==> src/rtl/enemy_spawn_sched.sv <==
// Enemy spawn scheduler: keeps free enemy slots in a FIFO and issues one-hot spawn requests.
// Requests are gated by a wave-scaled cooldown and by a cap on how many enemies are alive.
module enemy_spawn_sched #(
  parameter int N_ENEMY        = 8,
  parameter int MAX_ALIVE      = 6,
  parameter int BASE_TICKS     = 10_000_000,
  parameter int MIN_TICKS      = 1_000_000,
  parameter int STEP_TICKS     = 1_000_000,
  parameter int KILLS_PER_WAVE = 10,
  parameter int WAVE_W         = 4
) (
  input  logic                         clk,
  input  logic                         reset,
  input  logic                         start,
  input  logic                         gameover,
  input  logic [N_ENEMY-1:0]           killed,
  input  logic [N_ENEMY-1:0]           spawned,
  output logic [N_ENEMY-1:0]           spawn,
  output logic                         active,
  output logic [WAVE_W-1:0]            wave,
  output logic [$clog2(N_ENEMY+1)-1:0] alive_cnt
);

  localparam int IDX_W = $clog2(N_ENEMY);
  localparam int CNT_W = $clog2(N_ENEMY + 1);
  localparam int KC_W  = $clog2(KILLS_PER_WAVE + N_ENEMY + 1);
  localparam int CD_W  = $clog2(BASE_TICKS + 1);
  localparam longint IV_MAX = longint'(BASE_TICKS) + (longint'(1) << WAVE_W) * longint'(STEP_TICKS);
  localparam int IV_W  = $clog2(IV_MAX + 1);

  typedef enum logic [1:0] {S_OVER, S_FILL, S_GAME} state_t;

  state_t             state_q, state_d;
  logic [IDX_W-1:0]   queue_q [N_ENEMY];
  logic [IDX_W-1:0]   queue_d [N_ENEMY];
  logic [IDX_W-1:0]   head_q, head_d, tail_q, tail_d, fill_idx_q, fill_idx_d;
  logic [CNT_W-1:0]   count_q, count_d, alive_cnt_q, alive_cnt_d;
  logic [N_ENEMY-1:0] pending_q, pending_d;
  logic [WAVE_W-1:0]  wave_q, wave_d;
  logic [KC_W-1:0]    kill_cnt_q, kill_cnt_d;
  logic [CD_W-1:0]    cooldown_q, cooldown_d;

  logic [IDX_W-1:0]   head_idx, push_idx;
  logic               req, ack, push_en;
  logic [CNT_W-1:0]   kill_pop;
  logic [KC_W-1:0]    kill_sum;
  logic [N_ENEMY-1:0] pend_all;
  logic [IV_W-1:0]    wave_dec, interval;

  always_comb begin
    state_d     = state_q;
    queue_d     = queue_q;
    head_d      = head_q;
    tail_d      = tail_q;
    fill_idx_d  = fill_idx_q;
    count_d     = count_q;
    alive_cnt_d = alive_cnt_q;
    pending_d   = pending_q;
    wave_d      = wave_q;
    kill_cnt_d  = kill_cnt_q;
    cooldown_d  = cooldown_q;
    kill_sum    = '0;

    head_idx = queue_q[head_q];
    req = (state_q == S_GAME) && (count_q != '0) && (cooldown_q == '0) &&
          (alive_cnt_q < CNT_W'(MAX_ALIVE));
    spawn = req ? (N_ENEMY'(1) << head_idx) : '0;
    ack   = req && spawned[head_idx];

    kill_pop = '0;
    for (int i = 0; i < N_ENEMY; i++) kill_pop = kill_pop + CNT_W'(killed[i]);

    // Descending scan so the lowest pending slot is the one that sticks.
    pend_all = pending_q | killed;
    push_en  = 1'b0;
    push_idx = '0;
    for (int i = N_ENEMY - 1; i >= 0; i--) begin
      if (pend_all[i]) begin
        push_en  = 1'b1;
        push_idx = IDX_W'(i);
      end
    end

    // Clamp before subtracting so a late wave never wraps to a huge cooldown.
    wave_dec = IV_W'(wave_q) * IV_W'(STEP_TICKS);
    if (wave_dec + IV_W'(MIN_TICKS) >= IV_W'(BASE_TICKS)) interval = IV_W'(MIN_TICKS);
    else                                                   interval = IV_W'(BASE_TICKS) - wave_dec;

    case (state_q)
      S_OVER: begin
        if (start) begin
          state_d     = S_FILL;
          head_d      = '0;
          tail_d      = '0;
          fill_idx_d  = '0;
          count_d     = '0;
          alive_cnt_d = '0;
          pending_d   = '0;
          wave_d      = '0;
          kill_cnt_d  = '0;
          cooldown_d  = '0;
        end
      end
      S_FILL: begin
        queue_d[tail_q] = fill_idx_q;
        tail_d          = tail_q + 1'b1;
        count_d         = count_q + 1'b1;
        fill_idx_d      = fill_idx_q + 1'b1;
        if (fill_idx_q == IDX_W'(N_ENEMY - 1)) state_d = S_GAME;
      end
      S_GAME: begin
        pending_d = pend_all;
        if (push_en) begin
          pending_d[push_idx] = 1'b0;
          queue_d[tail_q]     = push_idx;
          tail_d              = tail_q + 1'b1;
        end
        if (ack) head_d = head_q + 1'b1;
        count_d     = count_q + CNT_W'(push_en) - CNT_W'(ack);
        alive_cnt_d = alive_cnt_q + CNT_W'(ack) - kill_pop;

        kill_sum = kill_cnt_q + KC_W'(kill_pop);
        if (kill_sum >= KC_W'(KILLS_PER_WAVE)) begin
          kill_sum = kill_sum - KC_W'(KILLS_PER_WAVE);
          if (wave_q != {WAVE_W{1'b1}}) wave_d = wave_q + 1'b1;
        end
        kill_cnt_d = kill_sum;

        if (ack)                    cooldown_d = CD_W'(interval);
        else if (cooldown_q != '0)  cooldown_d = cooldown_q - 1'b1;

        if (gameover) state_d = S_OVER;
      end
      default: state_d = S_OVER;
    endcase
  end

  always_ff @(posedge clk) begin
    if (reset) begin
      state_q     <= S_OVER;
      head_q      <= '0;
      tail_q      <= '0;
      fill_idx_q  <= '0;
      count_q     <= '0;
      alive_cnt_q <= '0;
      pending_q   <= '0;
      wave_q      <= '0;
      kill_cnt_q  <= '0;
      cooldown_q  <= '0;
    end else begin
      state_q     <= state_d;
      head_q      <= head_d;
      tail_q      <= tail_d;
      fill_idx_q  <= fill_idx_d;
      count_q     <= count_d;
      alive_cnt_q <= alive_cnt_d;
      pending_q   <= pending_d;
      wave_q      <= wave_d;
      kill_cnt_q  <= kill_cnt_d;
      cooldown_q  <= cooldown_d;
    end
  end

  // Slot storage needs no reset: entries are only read between head and tail.
  always_ff @(posedge clk) begin
    queue_q <= queue_d;
  end

  assign active    = (state_q == S_GAME);
  assign wave      = wave_q;
  assign alive_cnt = alive_cnt_q;

endmodule
==> config.mk <==
export PLATFORM = sky130hd
export DESIGN_NAME = enemy_spawn_sched
export DESIGN_NICKNAME = d
export VERILOG_FILES = /design/src/rtl/enemy_spawn_sched.sv
export SDC_FILE = /design/constraint.sdc
export NUM_CORES = 1
export LEC_CHECK = 0
export ABC_AREA = 1
export CAP_MARGIN = 20
export CORE_UTILIZATION = 35
export CTS_CLUSTER_SIZE = 28
export DETAILED_ROUTE_END_ITERATION = 8
export GPL_TIMING_DRIVEN = 0
export REMOVE_ABC_BUFFERS = 1
export SYNTH_ARGS = -nofsm -noshare
export SYNTH_HDL_FRONTEND = slang
export SYNTH_SLANG_ARGS = --single-unit
==> constraint.sdc <==
create_clock -name clk -period 8.9 [get_ports clk]
set_clock_uncertainty 0.2 [all_clocks]
set_input_delay 1.78 -clock clk [delete_from_list [all_inputs] [get_ports clk]]
set_output_delay 1.78 -clock clk [all_outputs]
set_load 0.01 [all_outputs]
Word level (Yosys, flattened, before mapping):

Index checks and enable logic that the tools add are counted.
Widths: inputs -> output; s select.

* flip-flop bits (word level): 84
* input port bits: 20
* logic and storage cells: 147

* $add $sub $neg: 21
* $mul: 1
* magnitude comparators: 9
* eq/ne operators: 12
* shift operators: 1
* multiplexer cells: 57
* bitwise operators: 5
* reductions and logical operators: 23

Operator list (number)
* $mux 24: 5
* $pmux 24 s2: 2
* $bwmux 24: 2
* $mux 3: 14
* $add 24x20->25 const B: 1
* $ge 25x24->1 const B: 1
* $add 4x1->4: 6
* $logic_not 24->1: 1
* $mux 8: 3
* $reduce_bool 24->1: 1
* $sub 24x1->24 const B: 1
* $sub 24x24->24 const A: 1
* $mul 4x14->18 const B: 1
* $pmux 4 s2: 2
* $pmux 8 s2: 1
* $mux 4: 3
* $pmux 3 s2: 2
* $pmux 4 s3: 1
* $reduce_and 3->1: 4
* $mux 1: 10
* $mux 5: 2
* $pmux 5 s2: 1
* $add 3x1->3 const B: 3
* $bmux 3 s3: 1
* 39 further kinds: 60

Depth between registers and ports, before layout:

* depth in word-level cells: 17
* depth in mapped cells: 22
* mapped depth without buffers: 22

Worst setup path after synthesis:

OpenSTA, ideal clock, no wires.

* path kind: in2reg
* from: input killed[0]
* to: register wave_q[3] (netlist: wave[3])
* library setup time: 0.117 ns
* arrival time: 5.575 ns
* required time: 8.583 ns
* path slack: 3.009 ns
* stages: 22
* cell sequence: fa_1 inv_1 fa_1 fa_1 inv_1 ha_1 fa_1 xnor2_1 inv_1 ha_1 a21oi_1 nand2_1 xor2_1 nand3_1 o21ai_0 inv_1 nand2_1 nand2_1 nand2_1 nand2_1 nor2_1 nor3_1

* cells in the longest elaborated chain, start to end: 11

Ends and longest elaborated chain
* start: declaration: line 16 `input logic [N_ENEMY-1:0] killed,`
* $add 1x1->2: line 71 `for (int i = 0; i < N_ENEMY; i++) kill_pop = kill_pop + CNT_W'(killed[i]);`
* $add 2x1->3: line 71
* $add 3x1->4: line 71
* $add 4x1->4 (4 in series): line 71
* $add 5x4->5: line 122 `kill_sum = kill_cnt_q + KC_W'(kill_pop);`
* $ge 5x4->1: line 123 `if (kill_sum >= KC_W'(KILLS_PER_WAVE)) begin`
* $ne 2x1->1 (no line)
* $reduce_and 4->1 (no line)
* end signal: assignment: line 158 `wave_q <= wave_d;`
* end: declaration: line 39 `logic [WAVE_W-1:0] wave_q, wave_d;`

No other way between the ends.
A chain may end at the register's enable or synchronous reset.

Final worst setup path:

Same ends and word-level chain as after synthesis.

==> run_results.csv <==
group,metric,value,unit
final_layout,final_cell_mix,"257 x sky130_fd_sc_hd__nand2_1, 157 x sky130_fd_sc_hd__nor2_1, 120 x sky130_fd_sc_hd__inv_1, 79 x sky130_fd_sc_hd__a21oi_1, 71 x sky130_fd_sc_hd__nand3_1",
sta,min_period_over_period,0.719,
cts,clock_latency,0.36,ns
global_routing,antenna_found_initial,0,
worst_setup_path,timing.rr.end,"cooldown_q[10]",
global_routing,vias_in_the_first_global_route,5973,
placement,place.detailed.instances,1321,
worst_hold_path,min-delay-path-class,"reg -> reg",
sta,fmaxAchievable,156,MHz
floorplan,rows,51,
global_routing,grt_usage,0.178,
sta,post-route-worst-setup-slack,2.50,ns
worst_setup_path,setup.worst_path.start_class,"input port",
floorplan,coreArea,19500,µm²
final_layout,finalCoreUtilization,0.404,
drt,firstDrtPassIters,4,
final_layout,final_layout_size_suffix_gt1_frac,0.0504,
floorplan,chipWidth,143,µm
sta,hold_viol_final,0,
worst_setup_path,worst_setup_path_end_kind,"flip-flop",
synth,share_of_async_settable_or_async_resettable_flops_after_synthesis,0,
synth,yosys_warnings,0,
drt,wire_length_after_detailed_routing,17.1,mm
cts,cts_root_buffer,"sky130_fd_sc_hd__clkbuf_16",
final_layout,fillCellCount,2059,
sta,tns,0,ns
run,max_cap_violations,0,
worst_hold_path,min_delay_path_depth,2,
cts,clk_transition_reported_paths,0.06,ns
cts,max-clock-path-buffers,2,
synth,synth_area_per_cell,6.72,µm²
sta,rsz0062_at_grt,"no",
global_routing,grt_first_pass_wirelength,28.8,mm
placement,dp.final_hpwl,13.1,mm
worst_setup_path,worst_path_dominant_cell_family,"adder cells",
sta,setup_violations,0,
pwr,power-per-cell-area,284,nW/µm²
pwr,power_leakage,3.43,nW
placement,placement.io_buffers,36,
final_layout,design_area,7860,µm²
worst_setup_path,worst-path-buf-inv,5,
floorplan,start_util,0.358,
worst_setup_path,critical_path.cell_chain,"clkdlybuf4s50_1, fa_1, inv_1, fa_1, fa_1, inv_1, ha_1, fa_1, xnor2_1, inv_1, ha_1, a21oi_1, nand2_1, xor2_1, nand3_1, o21ai_0, inv_1, nand2_1, nand2_1, nand2_1, nand2_1, nor2_1, nor3_1",
cts,cts_hold_buffers,0,
worst_setup_path,cp_max_delay_cell,"sky130_fd_sc_hd__fa_1",
worst_setup_path,crit_required,8.94,ns
drt,total_number_of_vias,6412,
synth,edff_count_synth,24,
cts,htree_num_levels,3,
global_routing,grt_overflow_total,0,
global_routing,largest_net_degree_at_the_start_of_global_routing,37,
pwr,post-layout-total-power,2.24,mW
cts,cts_resized,0,
cts,cts_setup_buffers,0,
cts,clock-sinks,84,
worst_setup_path,path_max_fanout,6,
sta,timing_max_transition_violations_final,0,
run_status,outcome,"finished clean",
drt,post_drt_wl_per_cell,12.8,µm
worst_setup_path,slowest_delay,0.55,ns
worst_hold_path,whs_endpoint,"pending_q[0]",
worst_setup_path,cell_type_with_the_highest_occurrence_count_on_the_critical_path,"sky130_fd_sc_hd__nand2_1",
worst_setup_path,ff2ff_setup_slack,3.77,ns
final_layout,finalNonFillerCells,1337,
drt,drt_drc_violations_left,0,
synth,dominantRegCellSynth,"sky130_fd_sc_hd__dfxtp_1",
synth,synth_sequential_area_ratio,0.276,
drt,post_drt_via_cell_ratio,4.80,
synth,number_of_distinct_standard_cells_referenced_by_the_synthesized_netlist,46,
final_layout,final_nets,1155,
synth,synthesis.instances,1036,
worst_hold_path,worst_hold_startpoint,"pending_q[0]",
sta,fin_crit,6.40,ns
worst_setup_path,worstSetupPathType,"in -> reg",
drt,antenna_violation_net_count_after_detailed_routing,0,
final_layout,ff_latch_area,1920,µm²
final_layout,layout.cells.most_common,"sky130_fd_sc_hd__nand2_1",
placement,detailed_place.area,7550,µm²
final_layout,multi_input_comb_area,4460,µm²
placement,detailedPlace.worstSlack,2.12,ns
drt,drt_iter0_drc,355,
placement,place.gp.congestion,0.845,
sta,tightest_slew,0.905,ns
cts,cts_bufs_inserted,9,
final_layout,n_antenna_cell,0,
worst_setup_path,r2r_cells,21,
worst_setup_path,crit_arrival,6.43,ns
synth,synth-seq-cells,84,
sta,slew-limit-headroom,0.394,
floorplan,floorplan.die_area,20500,µm²
sta,whs,0.257,ns
worst_setup_path,worst_reg2reg_path_startpoint,"wave[1]",
cts,tritoncts_clock_tree,"built",
pwr,max-vdd-ir-drop,0.000165,V
final_layout,flow.area_growth_from_synthesis,13.0,%
synth,syn_area,6960,µm²
floorplan,boundary_pin_count,37,
floorplan,die_h,143,µm
==> Yosys cell counts (7+ instances only) <==
cell,n,area (µm²)
sky130_fd_sc_hd__inv_1,120,450
sky130_fd_sc_hd__fa_1,12,240
sky130_fd_sc_hd__edfxtp_1,24,721
sky130_fd_sc_hd__nand2_1,257,965
sky130_fd_sc_hd__o21ai_1,23,115
sky130_fd_sc_hd__dfxtp_1,60,1200
sky130_fd_sc_hd__inv_2,9,33.8
sky130_fd_sc_hd__a21oi_1,79,395
sky130_fd_sc_hd__nand3_1,71,355
sky130_fd_sc_hd__clkbuf_1,8,30.0
sky130_fd_sc_hd__ha_1,56,701
sky130_fd_sc_hd__o21ai_0,35,175
sky130_fd_sc_hd__nor3_1,23,115
sky130_fd_sc_hd__nand3b_1,7,52.6
sky130_fd_sc_hd__xor2_1,17,149
sky130_fd_sc_hd__xnor2_1,20,175
sky130_fd_sc_hd__nor2_1,157,589
==> flip-flops by register name (all words and copies together) (netlist names), 4 cells and up <==
signal      cells
wave            4
cooldown_q     24
alive_cnt       4
count_q         4
pending_q       8
queue_q        24
kill_cnt_q      5
==> where the power goes <==
group	total [mW]	switching, mW	internal, mW	leakage, nW
Sequential	0.545	0.0807	0.465	0.701
Combinational	1.29	0.857	0.436	2.57
Clock	0.398	0.174	0.224	0.153
Total	2.24	1.11	1.13	3.43
==> worst max path at each step <==
stage / start / end / slack, ns / cells past startpoint
6_report: killed[0] / wave[3] / 2.50 / 23
5_1_grt: killed[0] / wave[2] / 2.17 / 21
4_1_cts: killed[0] / wave[3] / 2.48 / 23
3_5_place_dp: killed[0] / wave[3] / 2.12 / 23
3_3_place_gp: killed[0] / wave[2] / 2.10 / 22
2_1_floorplan: killed[0] / wave[3] / 3.01 / 22
==> tightest hold or removal path, stage by stage (launching register included) <==
cell and delay, ns:
sky130_fd_sc_hd__dfxtp_1 0.32, sky130_fd_sc_hd__nand2_1 0.06, sky130_fd_sc_hd__nor2_1 0.04
==> kinds of logic after synthesis <==
group / share of synthesized area
simple gates: 0.344
compound gates: 0.115
buf+inv: 0.0832
flops: 0.276
xor+xnor: 0.0466
fa+ha+maj: 0.135
==> layout make-up <==
| type | count | share of cell area |
|---|---|---|
| multi-input cells | 807 | 0.567 |
| repair buffers | 36 | 0.0452 |
| inverters | 129 | 0.0616 |
| clock buffers | 9 | 0.0286 |
| clock inverters | 7 | 0.0108 |
| well taps | 265 | 0.0422 |
| flip-flops and latches | 84 | 0.244 |
==> per-layer routing <==
metal  global-route usage  up-vias  part of all wire
li1                     -     3410                 -
met1                0.242     2918              0.51
met2                0.293       72              0.46
met3               0.0325       12             0.023
met4               0.0390        0             0.010
met5                    0        -                 0
No activity file was read; power rests on OpenSTA's default activity.
